--- config.mk ---
export PLATFORM = sky130hd
export DESIGN_NAME = mips_cpu_muldiv_flat
export DESIGN_NICKNAME = d
export VERILOG_FILES = /design/src/rtl/mips_cpu_pkg.sv /design/src/rtl/mips_cpu_muldiv_if.sv /design/src/rtl/mips_cpu_muldiv_signfix.sv /design/src/rtl/mips_cpu_muldiv.sv /design/src/flat_wrapper.sv
export SDC_FILE = /design/constraint.sdc
export NUM_CORES = 1
export LEC_CHECK = 0
export BUFFER_PORTS_ARGS = -buffer_cell sky130_fd_sc_hd__buf_2
export CORE_MARGIN = 4
export CORE_UTILIZATION = 25
export DETAILED_ROUTE_END_ITERATION = 10
export GPL_TIMING_DRIVEN = 1
export PLACE_DENSITY = 0.4
export SYNTH_ARGS = -nofsm -noshare
export SYNTH_HDL_FRONTEND = slang
export SYNTH_SLANG_ARGS = --single-unit
--- constraint.sdc ---
create_clock -name clk -period 6.4 [get_ports clk]
set_input_delay 0.32 -clock clk [delete_from_list [all_inputs] [get_ports clk]]
set_output_delay 0.32 -clock clk [all_outputs]
set_load 0.03 [all_outputs]
--- src/rtl/mips_cpu_pkg.sv ---
// Shared MIPS CPU types: HI/LO unit operation encoding and sequencer states.
package mips_cpu_pkg;

    typedef enum logic [1:0] {
        OP_MULT  = 2'b00,
        OP_MULTU = 2'b01,
        OP_DIV   = 2'b10,
        OP_DIVU  = 2'b11
    } muldiv_op_t;

    typedef enum logic [1:0] {
        ST_IDLE,
        ST_RUN,
        ST_FIX,
        ST_DONE
    } muldiv_state_t;

    function automatic logic op_is_div(input muldiv_op_t op);
        return op[1];
    endfunction

    function automatic logic op_is_signed(input muldiv_op_t op);
        return ~op[0];
    endfunction

endpackage

--- src/rtl/mips_cpu_muldiv_if.sv ---
// Request/result bundle between the CPU core (master) and the HI/LO multiply-divide unit (slave).
interface mips_cpu_muldiv_if #(parameter int WIDTH = 32);
    import mips_cpu_pkg::*;

    logic             clk_enable;
    logic             start;
    muldiv_op_t       op;
    logic [WIDTH-1:0] a;
    logic [WIDTH-1:0] b;
    logic             hi_write;
    logic             lo_write;
    logic [WIDTH-1:0] wr_data;
    logic             busy;
    logic             done;
    logic             div_by_zero;
    logic [WIDTH-1:0] hi;
    logic [WIDTH-1:0] lo;

    modport master (
        output clk_enable, start, op, a, b, hi_write, lo_write, wr_data,
        input  busy, done, div_by_zero, hi, lo
    );

    modport slave (
        input  clk_enable, start, op, a, b, hi_write, lo_write, wr_data,
        output busy, done, div_by_zero, hi, lo
    );

endinterface

--- src/rtl/mips_cpu_muldiv_signfix.sv ---
// Two's-complement conditional negate: magnitude of signed operands and sign restore of results.
module mips_cpu_muldiv_signfix #(
    parameter int WIDTH = 32
) (
    input  logic [WIDTH-1:0] value,
    input  logic             negate,
    output logic [WIDTH-1:0] result
);

    assign result = negate ? -value : value;

endmodule

--- src/rtl/mips_cpu_muldiv.sv ---
// Iterative HI/LO multiply/divide unit: one bit per cycle on magnitudes, sign fixed up afterwards.
// Defining MIPS_MULDIV_EARLY_TERM_EN lets multiplies leave RUN once the multiplier is exhausted.
module mips_cpu_muldiv #(
    parameter int WIDTH = 32
) (
    input  logic                clk,
    input  logic                reset,
    mips_cpu_muldiv_if.slave    bus
);
    import mips_cpu_pkg::*;

    localparam int CNT_W = $clog2(WIDTH);
    localparam int W2    = 2 * WIDTH;

    muldiv_state_t    state_q, state_d;
    muldiv_op_t       op_q, op_d;
    logic [W2-1:0]    prod_q, prod_d;
    logic [W2-1:0]    mcand_q, mcand_d;
    logic [WIDTH-1:0] mplier_q, mplier_d;
    logic [CNT_W-1:0] count_q, count_d;
    logic             neg_res_q, neg_res_d;
    logic             neg_rem_q, neg_rem_d;
    logic [WIDTH-1:0] hi_q, hi_d;
    logic [WIDTH-1:0] lo_q, lo_d;
    logic             dbz_q, dbz_d;

    logic [WIDTH-1:0] a_mag, b_mag, quo_fix, rem_fix;
    logic [W2-1:0]    prod_fix;
    logic [WIDTH:0]   div_shift;
    logic [WIDTH+1:0] div_diff;
    logic             div_ok;
    logic             last_run;

    mips_cpu_muldiv_signfix #(.WIDTH(WIDTH)) u_abs_a (
        .value(bus.a), .negate(op_is_signed(bus.op) & bus.a[WIDTH-1]), .result(a_mag));
    mips_cpu_muldiv_signfix #(.WIDTH(WIDTH)) u_abs_b (
        .value(bus.b), .negate(op_is_signed(bus.op) & bus.b[WIDTH-1]), .result(b_mag));
    mips_cpu_muldiv_signfix #(.WIDTH(W2)) u_fix_prod (
        .value(prod_q), .negate(neg_res_q), .result(prod_fix));
    mips_cpu_muldiv_signfix #(.WIDTH(WIDTH)) u_fix_quo (
        .value(prod_q[WIDTH-1:0]), .negate(neg_res_q), .result(quo_fix));
    mips_cpu_muldiv_signfix #(.WIDTH(WIDTH)) u_fix_rem (
        .value(prod_q[W2-1:WIDTH]), .negate(neg_rem_q), .result(rem_fix));

    // Restoring divide: remainder always fits WIDTH bits, so the shifted trial value needs one extra.
    assign div_shift = prod_q[W2-1:WIDTH-1];
    assign div_diff  = {1'b0, div_shift} - {2'b00, mcand_q[WIDTH-1:0]};
    assign div_ok    = ~div_diff[WIDTH+1];

`ifdef MIPS_MULDIV_EARLY_TERM_EN
    assign last_run = op_is_div(op_q) ? (count_q == CNT_W'(WIDTH - 1))
                                      : (mplier_q[WIDTH-1:1] == '0);
`else
    assign last_run = (count_q == CNT_W'(WIDTH - 1));
`endif

    always_comb begin
        // NOTE: every variable gets its hold value first so no path through the case infers a latch.
        state_d   = state_q;
        op_d      = op_q;
        prod_d    = prod_q;
        mcand_d   = mcand_q;
        mplier_d  = mplier_q;
        count_d   = count_q;
        neg_res_d = neg_res_q;
        neg_rem_d = neg_rem_q;
        hi_d      = hi_q;
        lo_d      = lo_q;
        dbz_d     = dbz_q;

        case (state_q)
            ST_IDLE: begin
                if (bus.start) begin
                    op_d      = bus.op;
                    count_d   = '0;
                    neg_res_d = op_is_signed(bus.op) & (bus.a[WIDTH-1] ^ bus.b[WIDTH-1]);
                    neg_rem_d = op_is_signed(bus.op) & bus.a[WIDTH-1];
                    if (op_is_div(bus.op) && (bus.b == '0)) begin
                        state_d = ST_DONE;
                        hi_d    = bus.a;
                        lo_d    = '1;
                        dbz_d   = 1'b1;
                    end else begin
                        state_d  = ST_RUN;
                        dbz_d    = 1'b0;
                        mplier_d = b_mag;
                        if (op_is_div(bus.op)) begin
                            mcand_d = {{WIDTH{1'b0}}, b_mag};
                            prod_d  = {{WIDTH{1'b0}}, a_mag};
                        end else begin
                            mcand_d = {{WIDTH{1'b0}}, a_mag};
                            prod_d  = '0;
                        end
                    end
                end else begin
                    if (bus.hi_write) hi_d = bus.wr_data;
                    if (bus.lo_write) lo_d = bus.wr_data;
                end
            end
            ST_RUN: begin
                count_d = count_q + 1'b1;
                if (op_is_div(op_q)) begin
                    prod_d = {div_ok ? div_diff[WIDTH-1:0] : div_shift[WIDTH-1:0],
                              prod_q[WIDTH-2:0], div_ok};
                end else begin
                    prod_d   = prod_q + (mplier_q[0] ? mcand_q : '0);
                    mcand_d  = mcand_q << 1;
                    mplier_d = mplier_q >> 1;
                end
                if (last_run) state_d = ST_FIX;
            end
            ST_FIX: begin
                state_d = ST_DONE;
                if (op_is_div(op_q)) begin
                    hi_d = rem_fix;
                    lo_d = quo_fix;
                end else begin
                    {hi_d, lo_d} = prod_fix;
                end
            end
            ST_DONE: state_d = ST_IDLE;
            default: state_d = ST_IDLE;
        endcase
    end

    // NOTE: state registers use non-blocking assignments so every flop samples pre-edge values.
    always_ff @(posedge clk or negedge reset) begin
        if (!reset) begin
            state_q   <= ST_IDLE;
            op_q      <= OP_MULT;
            prod_q    <= '0;
            mcand_q   <= '0;
            mplier_q  <= '0;
            count_q   <= '0;
            neg_res_q <= 1'b0;
            neg_rem_q <= 1'b0;
            hi_q      <= '0;
            lo_q      <= '0;
            dbz_q     <= 1'b0;
        end else if (bus.clk_enable) begin
            state_q   <= state_d;
            op_q      <= op_d;
            prod_q    <= prod_d;
            mcand_q   <= mcand_d;
            mplier_q  <= mplier_d;
            count_q   <= count_d;
            neg_res_q <= neg_res_d;
            neg_rem_q <= neg_rem_d;
            hi_q      <= hi_d;
            lo_q      <= lo_d;
            dbz_q     <= dbz_d;
        end
    end

    assign bus.busy        = (state_q != ST_IDLE);
    assign bus.done        = (state_q == ST_DONE);
    assign bus.div_by_zero = dbz_q;
    assign bus.hi          = hi_q;
    assign bus.lo          = lo_q;

endmodule

--- src/flat_wrapper.sv ---
// flat-port wrapper written by rule: the top's interface ports become plain ports
module mips_cpu_muldiv_flat import mips_cpu_pkg::*;
#(
    parameter int WIDTH = 32
)
  (clk, reset, bus_clk_enable, bus_start, bus_op, bus_a, bus_b, bus_hi_write, bus_lo_write, bus_wr_data, bus_busy, bus_done, bus_div_by_zero, bus_hi, bus_lo);
  mips_cpu_muldiv_if #(.WIDTH(WIDTH)) bus_i ();
  input  logic clk;
  input  logic reset;
  input wire logic [$bits(bus_i.clk_enable)-1:0] bus_clk_enable;
  input wire logic [$bits(bus_i.start)-1:0] bus_start;
  input wire logic [$bits(bus_i.op)-1:0] bus_op;
  input wire logic [$bits(bus_i.a)-1:0] bus_a;
  input wire logic [$bits(bus_i.b)-1:0] bus_b;
  input wire logic [$bits(bus_i.hi_write)-1:0] bus_hi_write;
  input wire logic [$bits(bus_i.lo_write)-1:0] bus_lo_write;
  input wire logic [$bits(bus_i.wr_data)-1:0] bus_wr_data;
  output wire logic [$bits(bus_i.busy)-1:0] bus_busy;
  output wire logic [$bits(bus_i.done)-1:0] bus_done;
  output wire logic [$bits(bus_i.div_by_zero)-1:0] bus_div_by_zero;
  output wire logic [$bits(bus_i.hi)-1:0] bus_hi;
  output wire logic [$bits(bus_i.lo)-1:0] bus_lo;
  assign bus_i.clk_enable = bus_clk_enable;
  assign bus_i.start = bus_start;
  assign bus_i.op = bus_op;
  assign bus_i.a = bus_a;
  assign bus_i.b = bus_b;
  assign bus_i.hi_write = bus_hi_write;
  assign bus_i.lo_write = bus_lo_write;
  assign bus_i.wr_data = bus_wr_data;
  assign bus_busy = bus_i.busy;
  assign bus_done = bus_i.done;
  assign bus_div_by_zero = bus_i.div_by_zero;
  assign bus_hi = bus_i.hi;
  assign bus_lo = bus_i.lo;
  mips_cpu_muldiv #(.WIDTH(WIDTH)) u_core (.clk(clk), .reset(reset), .bus(bus_i));
endmodule
# Word-level counts from Yosys, hierarchy flattened

Index checks and enable logic that the tools add are counted.

Flip-flop bits (word level): 236
Input port bits: 104
Output and inout port bits: 67
Logic and storage cells: 87

Add/sub/neg operators: 8
Equal/unequal tests: 11
Multiplexer cells: 38
Bitwise operators: 6
Reduce and logical (&&, ||, !) cells: 13

Operator list:

| kind                | count |
|---|---|
| $mux 32             | 18 |
| $mux 64             | 8 |
| $pmux 64 s2         | 2 |
| $pmux 32 s2         | 3 |
| $neg 32->32         | 4 |
| $add 64x64->64      | 1 |
| $neg 64->64         | 1 |
| $sub 33x32->34      | 1 |
| $logic_not 32->1    | 1 |
| $reduce_and 4->1    | 3 |
| $pmux 5 s2          | 1 |
| $reduce_and 3->1    | 3 |
| $pmux 2 s4          | 1 |
| $mux 2              | 3 |
| $ne 2x2->1 const B  | 3 |
| $ne 3x3->1 const B  | 2 |
| $reduce_bool 2->1   | 3 |
| $add 5x1->5 const B | 1 |
| $eq 5x5->1 const B  | 1 |
| $mux 5              | 1 |
| $reduce_and 5->1    | 1 |
| $eq 2x2->1 const B  | 2 |
| $and 1x1->1         | 3 |
| $ne 3x2->1 const B  | 1 |
| other kinds (7)     | 8 |

# Longest topological paths before layout

Gate-level depths: netlist of the first run.

Depth in word-level cells: 7
Gate-level depth with buffers: 15
Mapped depth without buffers: 13

# Modules after synthesis

From an unflattened synthesis of the first run, not the netlist that was laid out.

Cell total of the unflattened synthesis: 2884
Area total of the unflattened synthesis: 23050.9 sq um

By module, submodules not included:

| module                                       | times used | cells an instance | area each (sq um) | seq. area each (sq um) |
|---|---|---|---|---|
| mips_cpu_muldiv                              | 1          | 2261              | 18452.7           | 5880.6 |
| mips_cpu_muldiv_signfix (u_core.u_fix_prod)  | 1          | 209               | 1539.0            | 0.0 |
| mips_cpu_muldiv_signfix (u_core.u_abs_a ...) | 2          | 108               | 767.0             | 0.0 |
| mips_cpu_muldiv_signfix (u_core.u_fix_rem)   | 1          | 99                | 777.0             | 0.0 |
| mips_cpu_muldiv_signfix (u_core.u_fix_quo)   | 1          | 99                | 748.2             | 0.0 |

# Least setup slack after synthesis of the first run

OpenSTA, ideal clock, no wires.

Path kind: register to register
Start: reg u_core.mplier_q[0]
End: reg u_core.prod_q[56]
Setup time: 0.110 ns
Arrival time: 3.373 ns
Data required time: 6.290 ns
Setup slack: 2.917 ns
Stages on the path, launching flop included: 15
Path buffers: 2
Clock period less this slack: 3.483 ns
Cell sequence: dfrtp_1 clkbuf_1 clkbuf_1 and2_1 ha_1 o21ai_0 nor3_1 a211oi_1 o41ai_2 a211oi_1 o41ai_1 a31oi_1 xnor2_1 nor2_1 o41ai_1

Longest elaborated chain between the ends: 4

RTL lines:

| item                     | line                   | RTL |
|---|---|---|
| start: declaration       | mips_cpu_muldiv.sv:19  | `logic [WIDTH-1:0] mplier_q, mplier_d;` |
| start signal: assignment | mips_cpu_muldiv.sv:145 | `mplier_q <= mplier_d;` |
| $mux 64                  | mips_cpu_muldiv.sv:106 | `prod_d = prod_q + (mplier_q[0] ? mcand_q : '0);` |
| $add 64x64->64           | mips_cpu_muldiv.sv:106 |  |
| $mux 64                  | mips_cpu_muldiv.sv:102 | `if (op_is_div(op_q)) begin` |
| $pmux 64 s2              | mips_cpu_muldiv.sv:71  | `case (state_q)` |
| end signal: assignment   | mips_cpu_muldiv.sv:143 | `prod_q <= prod_d;` |
| end: declaration         | mips_cpu_muldiv.sv:17  | `logic [W2-1:0] prod_q, prod_d;` |

No other way between the ends.
A chain may end at the register's enable or synchronous reset.

# Worst setup path after layout of the first run

Same ends and word-level chain as after synthesis.

==> metrics.csv, run 1 <==
stage,metric,value,unit
cells_and_area,Layout area overhead,14.0,%
floorplanning,Starting Density,25.2,%
floorplanning,# rows,104,
placed_design,PortBufs,170,
cells_and_area,Filler cells,8701,
timing,Fin Clk Skew,21.9,ps
synthesis,Post-Synthesis Mean Instance Area,7.77,µm²
power_and_ir_drop,maximum vdd ir drop,0.242,mV
placed_design,Cells after DPL,3694,
cells_and_area,most frequent cells in the layout,"nand2_1, o21ai_0, a21oi_1, dfrtp_1, nor2_1",
worst_setup_path,CP Class,flop to flop,
placed_design,DP Worst Slack,1690,ps
floorplanning,Die X,292,µm
synthesis,Synth area leader,dfrtp_1,
placed_design,GP Congestion,0.905,
power_and_ir_drop,pwr/cell area,516,nW/µm²
worst_hold_path,Hold WC Path Type,input pin to flop,
synthesis,Synth area leaders,"dfrtp_1, o21ai_0, ha_1, a21oi_1, xnor2_1",
worst_setup_path,CP max stage delay,820,ps
synthesis,register area share after synthesis,29.1,%
synthesis,Post-synth EDFFs,0,
cells_and_area,Multi-input gate area,13400,µm²
placed_design,Final HPWL DP,67.6,mm
route,vias,19900,
route,wire per inst,22.9,µm
worst_setup_path,CP Data Arrival Time,5260,ps
worst_setup_path,largest delay contributor family on the critical path,compound AO/OA/AOI/OAI gates,
run,MaxCap Viol Count,0,
cts,Num CTS Buffers,31,
cells_and_area,"commonest non-fill, non-tap cell in the layout",nand2_1,
timing,"Hold Vio Cnt, Final",0,
timing,Highest Clock Rate,209,MHz
power_and_ir_drop,combinational share of power,60.8,%
floorplanning,CORE AREA,80300,µm²
timing,Pins Over Slew Limit,0,
worst_setup_path,Worst Path Buf+Inv,0,
cts,clock latency on the worst-skew pair,600,ps
power_and_ir_drop,internal power,5.56,mW
worst_setup_path,Most common cell on crit path,a211oi_1,
synthesis,yosys warns,0,
synthesis,Post-Syn Area,20200,µm²
timing,worst-margin pin slew,1080,ps
cts,TritonCTS clock tree,built,
route,WL final,86.1,mm
global_route,vias in the first global route,19600,
cells_and_area,final non-filler cell total,3756,
cells_and_area,Seq. cell area,5880,µm²
route,DRT antenna net count,0,
cts,Max Buffers Root-to-Sink,3,
synthesis,Synth top area share,29.1,%
outcome,status,"finished, final reports clean",
synthesis,Syn Nets,2815,
synthesis,Synth Register Bits,235,
worst_setup_path,cells along the critical path,and2_1 > ha_1 > fa_1 > a211oi_1 > o21ai_1 > a211oi_1 > o41ai_2 > a211oi_1 > o41ai_1 > a31oi_1 > xnor2_1 > nor2_1 > o41ai_1,
global_route,largest net degree at the start of global routing,157,
worst_setup_path,Startpoint Class,flop,
cts,cts repair resizes,0,
global_route,total gr overflow,0,
timing,endpoints failing setup,0,
global_route,initial antenna violation count,7,
placed_design,Post-DP Area,22000,µm²
cells_and_area,Final Instance Area,23000,µm²
route,Via density,5.31,
power_and_ir_drop,Net Switching,6.34,mW
timing,Tmin final,4790,ps
cts,postcts setup bufs,0,
power_and_ir_drop,Tot Pwr,11.9,mW
synthesis,synth unique cells,81,
worst_setup_path,maximum fanout along the worst path,14,
synthesis,Synth Flop Type,dfrtp_1,
cts,# H-tree levels,1,
floorplanning,I/O Pins,171,
worst_setup_path,Crit-path slowest cell,o41ai_1,
route,1st-iter DRT viols,1499,
floorplanning,die height,292,µm
cells_and_area,fin nets,2879,
synthesis,post-synthesis async set-or-reset flop share,100,%
global_route,Total GRT Usage,19.3,%
timing,Hold Slack,50.6,ps
cts,clock tree sinks,235,
cells_and_area,layout cell share with drive strength beyond 1,10.6,%
cts,Worst-path clk slew,60,ps
route,drt drc,0,
global_route,first-pass GRT wire length,128,mm
power_and_ir_drop,Leakage,10.1,nW
power_and_ir_drop,Clk network pwr share,15.0,%
cells_and_area,end-of-flow core utilization,28.7,%
floorplanning,full die area,85500,µm²
cts,Clk Tree Root Cell,clkbuf_16,
timing,"Period Utilization, post-route",74.9,%
timing,worst setup margin,1610,ps
route,drt first pass iters,6,
power_and_ir_drop,Seq pwr share,24.2,%
worst_setup_path,critical path capture point type,flop,
timing,Max-Slew Margin vs Limit,27.7,%
timing,setup_tns,0,ps
synthesis,cells after synthesis,2604,
worst_setup_path,Worst Path Required,6870,ps
power_and_ir_drop,Sw Ratio,53.3,%
timing,RSZ-0062 raised after global routing,no,
cells in the mapped netlist, types with 4 or more instances:
cell type and n:
a21o_1 40, and4_1 5, nand2_1 280, inv_1 86, a21oi_1 255, a31oi_1 23
or3_1 27, xor2_1 78, xnor2_1 129, o221ai_1 5, and3_1 16, o41ai_1 18
or2_2 8, or4_1 21, o21ai_0 278, nor4_1 15, nor3_1 41, ha_1 105
nor2_1 234, clkbuf_1 130, a22oi_1 20, dfrtp_1 235, nand2b_1 13, a21boi_0 4
o21bai_1 18, a221oi_1 19, o31ai_1 29, o22ai_1 30, mux2i_1 50, mux2_2 4
nor2b_1 14, and2_1 72, o21a_1 22, buf_2 24, nand3_1 26, a211oi_1 67
o21ai_1 10, a221o_1 5, a22o_1 32, buf_1 8, o211ai_1 12, nand4_1 31
worst reg2reg max path: stages, from the launching register on:
cell	delay (ps)
dfrtp_1	510
and2_1	250
ha_1	230
fa_1	250
a211oi_1	120
o21ai_1	320
a211oi_1	230
o41ai_2	800
a211oi_1	270
o41ai_1	820
a31oi_1	320
xnor2_1	230
nor2_1	60
o41ai_1	260
area by class of cell:
| cell class | count | area share [%] |
|---|---|---|
| multi-input combinational | 2118 | 58.1 |
| sequential | 235 | 25.5 |
| antenna | 5 | 0.0543 |
| timing repair buffer | 196 | 4.70 |
| clock buffer | 39 | 3.67 |
| clock inverter | 17 | 0.766 |
| tap | 1060 | 5.76 |
| inverter | 86 | 1.40 |
cell families after synthesis:
| kind of cell | synth area share [%] |
|---|---|
| AOI/OAI and AO/OA | 28.3 |
| and+or+nand+nor | 19.4 |
| buffers and inverters | 4.86 |
| DFF | 29.1 |
| xor gates and xnor gates | 8.97 |
| adders and majority gates | 6.70 |
| muxes | 2.70 |
path summary, 6_finish.rpt:
path,start,endpoint,slack (ps),cells after the start
max in group asynchronous,reset,u_core.op_q[1],4740,3
min in group asynchronous,reset,u_core.bus.hi[26],310,2
max,u_core.mplier_q[0],u_core.prod_q[56],1610,13
min,bus_wr_data[20],u_core.bus.lo[20],50,3
max reg2reg,u_core.mplier_q[0],u_core.prod_q[56],1610,13
min reg2reg,u_core.bus.hi[3],u_core.bus.hi[3],470,2
routing by layer:
layer	wire length, µm	track usage (%)
met1	41200	27.5
met2	37700	30.2
met3	4050	2.12
met4	3080	7.01
met5	0	0
what timing repair did:
| action | in CTS | in global routing |
|---|---|---|
| setup endpoints to repair | 0 | 0 |
| endpoints found under the hold margin | 78 | 0 |
| hold buffers | 1 | 0 |
registers in the layout (all words and copies together), names as in the netlist:
register / cells
u_core.bus.div_by_zero: 1
u_core.bus.hi: 32
u_core.bus.lo: 32
u_core.count_q: 5
u_core.mcand_q: 64
u_core.mplier_q: 32
u_core.neg_rem_q: 1
u_core.neg_res_q: 1
u_core.op_q: 1
u_core.prod_q: 64
u_core.state_q: 2
power groups by stage:
stage               logic [mW]  clock network [mW]  registers, mW
global route              7.96                1.91           2.94
floorplan                 4.83                   0           2.87
CTS                       7.22                1.84           2.85
finish                    7.24                1.78           2.87
detailed placement        7.19                   0           2.88
global placement          7.18                   0           2.86
Power figures use the tool's default switching activity.
==> inputs of run 2 (changes only) <==
clock period = 4.9 ns   (was 6.4 ns; I/O delays follow)
==> run 2 against run 1 <==
Final area up 2.3%. Highest routed layer unchanged. Worst setup slack worse by 1100 ps. Critical path depth unchanged. Clock-buffer cell count up 5. Via count up 0.89%. Clock power up 42%. Utilization up 0.65 points. Non-clock buffer count up 49. Clock skew up 15 ps. Die area unchanged. Wire length up 1.4%.
==> metrics.csv, run 2 (synthesis gave the netlist of run 1 again) <==
stage,metric,value,unit
floorplanning,# rows,104,
route,DRT antenna net count,0,
cts,Max Buffers Root-to-Sink,3,
placed_design,Post-DP Area,22100,µm²
route,vias,20100,
route,1st-iter DRT viols,1583,
worst_setup_path,CP Data Arrival Time,4890,ps
cts,clock tree sinks,235,
floorplanning,CORE AREA,80300,µm²
route,wire per inst,22.9,µm
cts,clock latency on the worst-skew pair,630,ps
timing,RSZ-0062 raised after global routing,no,
timing,worst-margin pin slew,1140,ps
cells_and_area,top flop regs,"u_core.mcand_q x64, u_core.prod_q x64",
cells_and_area,Layout area overhead,16.5,%
timing,Pins Over Slew Limit,0,
route,drt drc,0,
timing,Fin Clk Skew,37.2,ps
worst_setup_path,largest delay contributor family on the critical path,compound AO/OA/AOI/OAI gates,
route,WL final,87.3,mm
placed_design,Final HPWL DP,68.6,mm
cts,Num CTS Buffers,31,
worst_setup_path,worst setup path startpoint,u_core.mplier_q[0],
global_route,first-pass GRT wire length,129,mm
timing,Highest Clock Rate,229,MHz
power_and_ir_drop,Leakage,10.3,nW
worst_setup_path,Worst Path Required,5430,ps
timing,endpoints failing setup,0,
worst_setup_path,CP max stage delay,630,ps
route,Via density,5.29,
global_route,total gr overflow,0,
timing,Tmin final,4360,ps
floorplanning,die height,292,µm
worst_setup_path,cells along the critical path,buf_4 > and2_1 > ha_1 > nand4_1 > or4_1 > a211oi_1 > a21boi_0 > o22a_1 > a31oi_1 > o31ai_1 > xor2_1 > o21ai_0 > o21ai_0,
cells_and_area,"commonest non-fill, non-tap cell in the layout",nand2_1,
global_route,vias in the first global route,19700,
cts,TritonCTS clock tree,built,
worst_setup_path,critical path capture point type,flop,
outcome,status,"finished, final reports clean",
cts,Clk Tree Root Cell,clkbuf_16,
worst_setup_path,crit path capture,u_core.prod_q[62],
worst_hold_path,WHS Path Cells,3,
worst_hold_path,Hold WC Path Type,input pin to flop,
floorplanning,I/O Pins,171,
cells_and_area,fin nets,2928,
timing,Max-Slew Margin vs Limit,23.8,%
worst_setup_path,Most common cell on crit path,o21ai_0,
worst_setup_path,Startpoint Class,flop,
floorplanning,full die area,85500,µm²
power_and_ir_drop,maximum vdd ir drop,0.298,mV
placed_design,PortBufs,170,
global_route,largest net degree at the start of global routing,128,
worst_setup_path,cell depth of the worst setup path,13,
global_route,Total GRT Usage,19.6,%
cts,Worst-path clk slew,60,ps
worst_setup_path,Worst R2R End,u_core.prod_q[62],
cells_and_area,most frequent cells in the layout,"nand2_1, o21ai_0, a21oi_1, dfrtp_1, nor2_1",
worst_setup_path,CP Class,flop to flop,
cells_and_area,Filler cells,8663,
worst_setup_path,Worst Path Buf+Inv,1,
power_and_ir_drop,pwr/cell area,673,nW/µm²
timing,"Hold Vio Cnt, Final",0,
worst_setup_path,"setup slack, reg-to-reg",540,ps
worst_setup_path,r2r startpoint,u_core.mplier_q[0],
floorplanning,Die X,292,µm
worst_setup_path,maximum fanout along the worst path,33,
cells_and_area,layout cell share with drive strength beyond 1,11.1,%
worst_setup_path,R2R cell count,13,
timing,setup_tns,0,ps
route,drt first pass iters,6,
floorplanning,Starting Density,25.2,%
cts,# H-tree levels,1,
cts,cts repair resizes,0,
placed_design,GP Congestion,0.945,
cells_and_area,Final Instance Area,23600,µm²
run,MaxCap Viol Count,0,
timing,"Period Utilization, post-route",89.0,%
global_route,initial antenna violation count,3,
worst_setup_path,Crit-path slowest cell,or4_1,
-- run 2: routing by layer --
layer	up-vias	part of all wire, %	GRT usage (%)
met5	-	0	0
met4	0	3.7	6.89
met3	109	5.2	2.34
met2	572	45	31.2
met1	9769	47	27.6
li1	9673	-	-
-- run 2: final cells by class --
class                           count  area, µm²  area share (%)
Multi-Input combinational cell   2118      13400            56.8
Sequential cell                   235       5880            25.0
Timing Repair Buffer              245       1510            6.40
Tap cell                         1060       1330            5.63
Clock buffer                       44        895            3.80
Inverter                           86        323            1.37
Clock inverter                     14        221           0.940
Antenna cell                        5       12.5          0.0531
-- run 2: how the worst min path moves through the flow --
stage | end | slack, ps | startpoint
final | u_core.bus.lo[8] | 20 | bus_wr_data[8]
after global routing | u_core.bus.lo[8] | 30 | bus_wr_data[8]
after CTS | u_core.bus.lo[14] | 0.6 | bus_wr_data[14]
after detailed placement | u_core.bus.hi[29] | 340 | reset
after global placement | u_core.bus.hi[20] | 350 | reset
after floorplan | u_core.bus.div_by_zero | -50 | reset
-- run 2: where the power goes --
part,internal [mW],total (mW),switching (mW)
logic,3.28,9.58,6.30
clock network,1.53,2.53,0.998
registers,2.69,3.74,1.05
-- run 2: tightest hold or removal path: stages --
cell     delay [ps]
buf_2           100
o21ai_0         110
o21ai_0         150
-- run 2: timing repair --
item / 4_1_cts / 5_1_grt
buffers inserted: 0 / 0
hold buffers: 29 / 0
hold endpoints to repair: 120 / 0
-- run 2: per-stage QoR --
step           instances  hold slack, ps  total power [mW]  worst slack [ps]  util (%)
2_1_floorplan       2604           -50.6              10.1              1420         -
3_3_place_gp        3715             346              13.2               589      27.6
3_5_place_dp        3715             337              13.2               531      27.6
4_1_cts             3802           0.586              15.9               525      29.3
5_1_grt             3805            26.1              17.1               201      29.3
6_report            3807            17.3              15.8               539      29.3
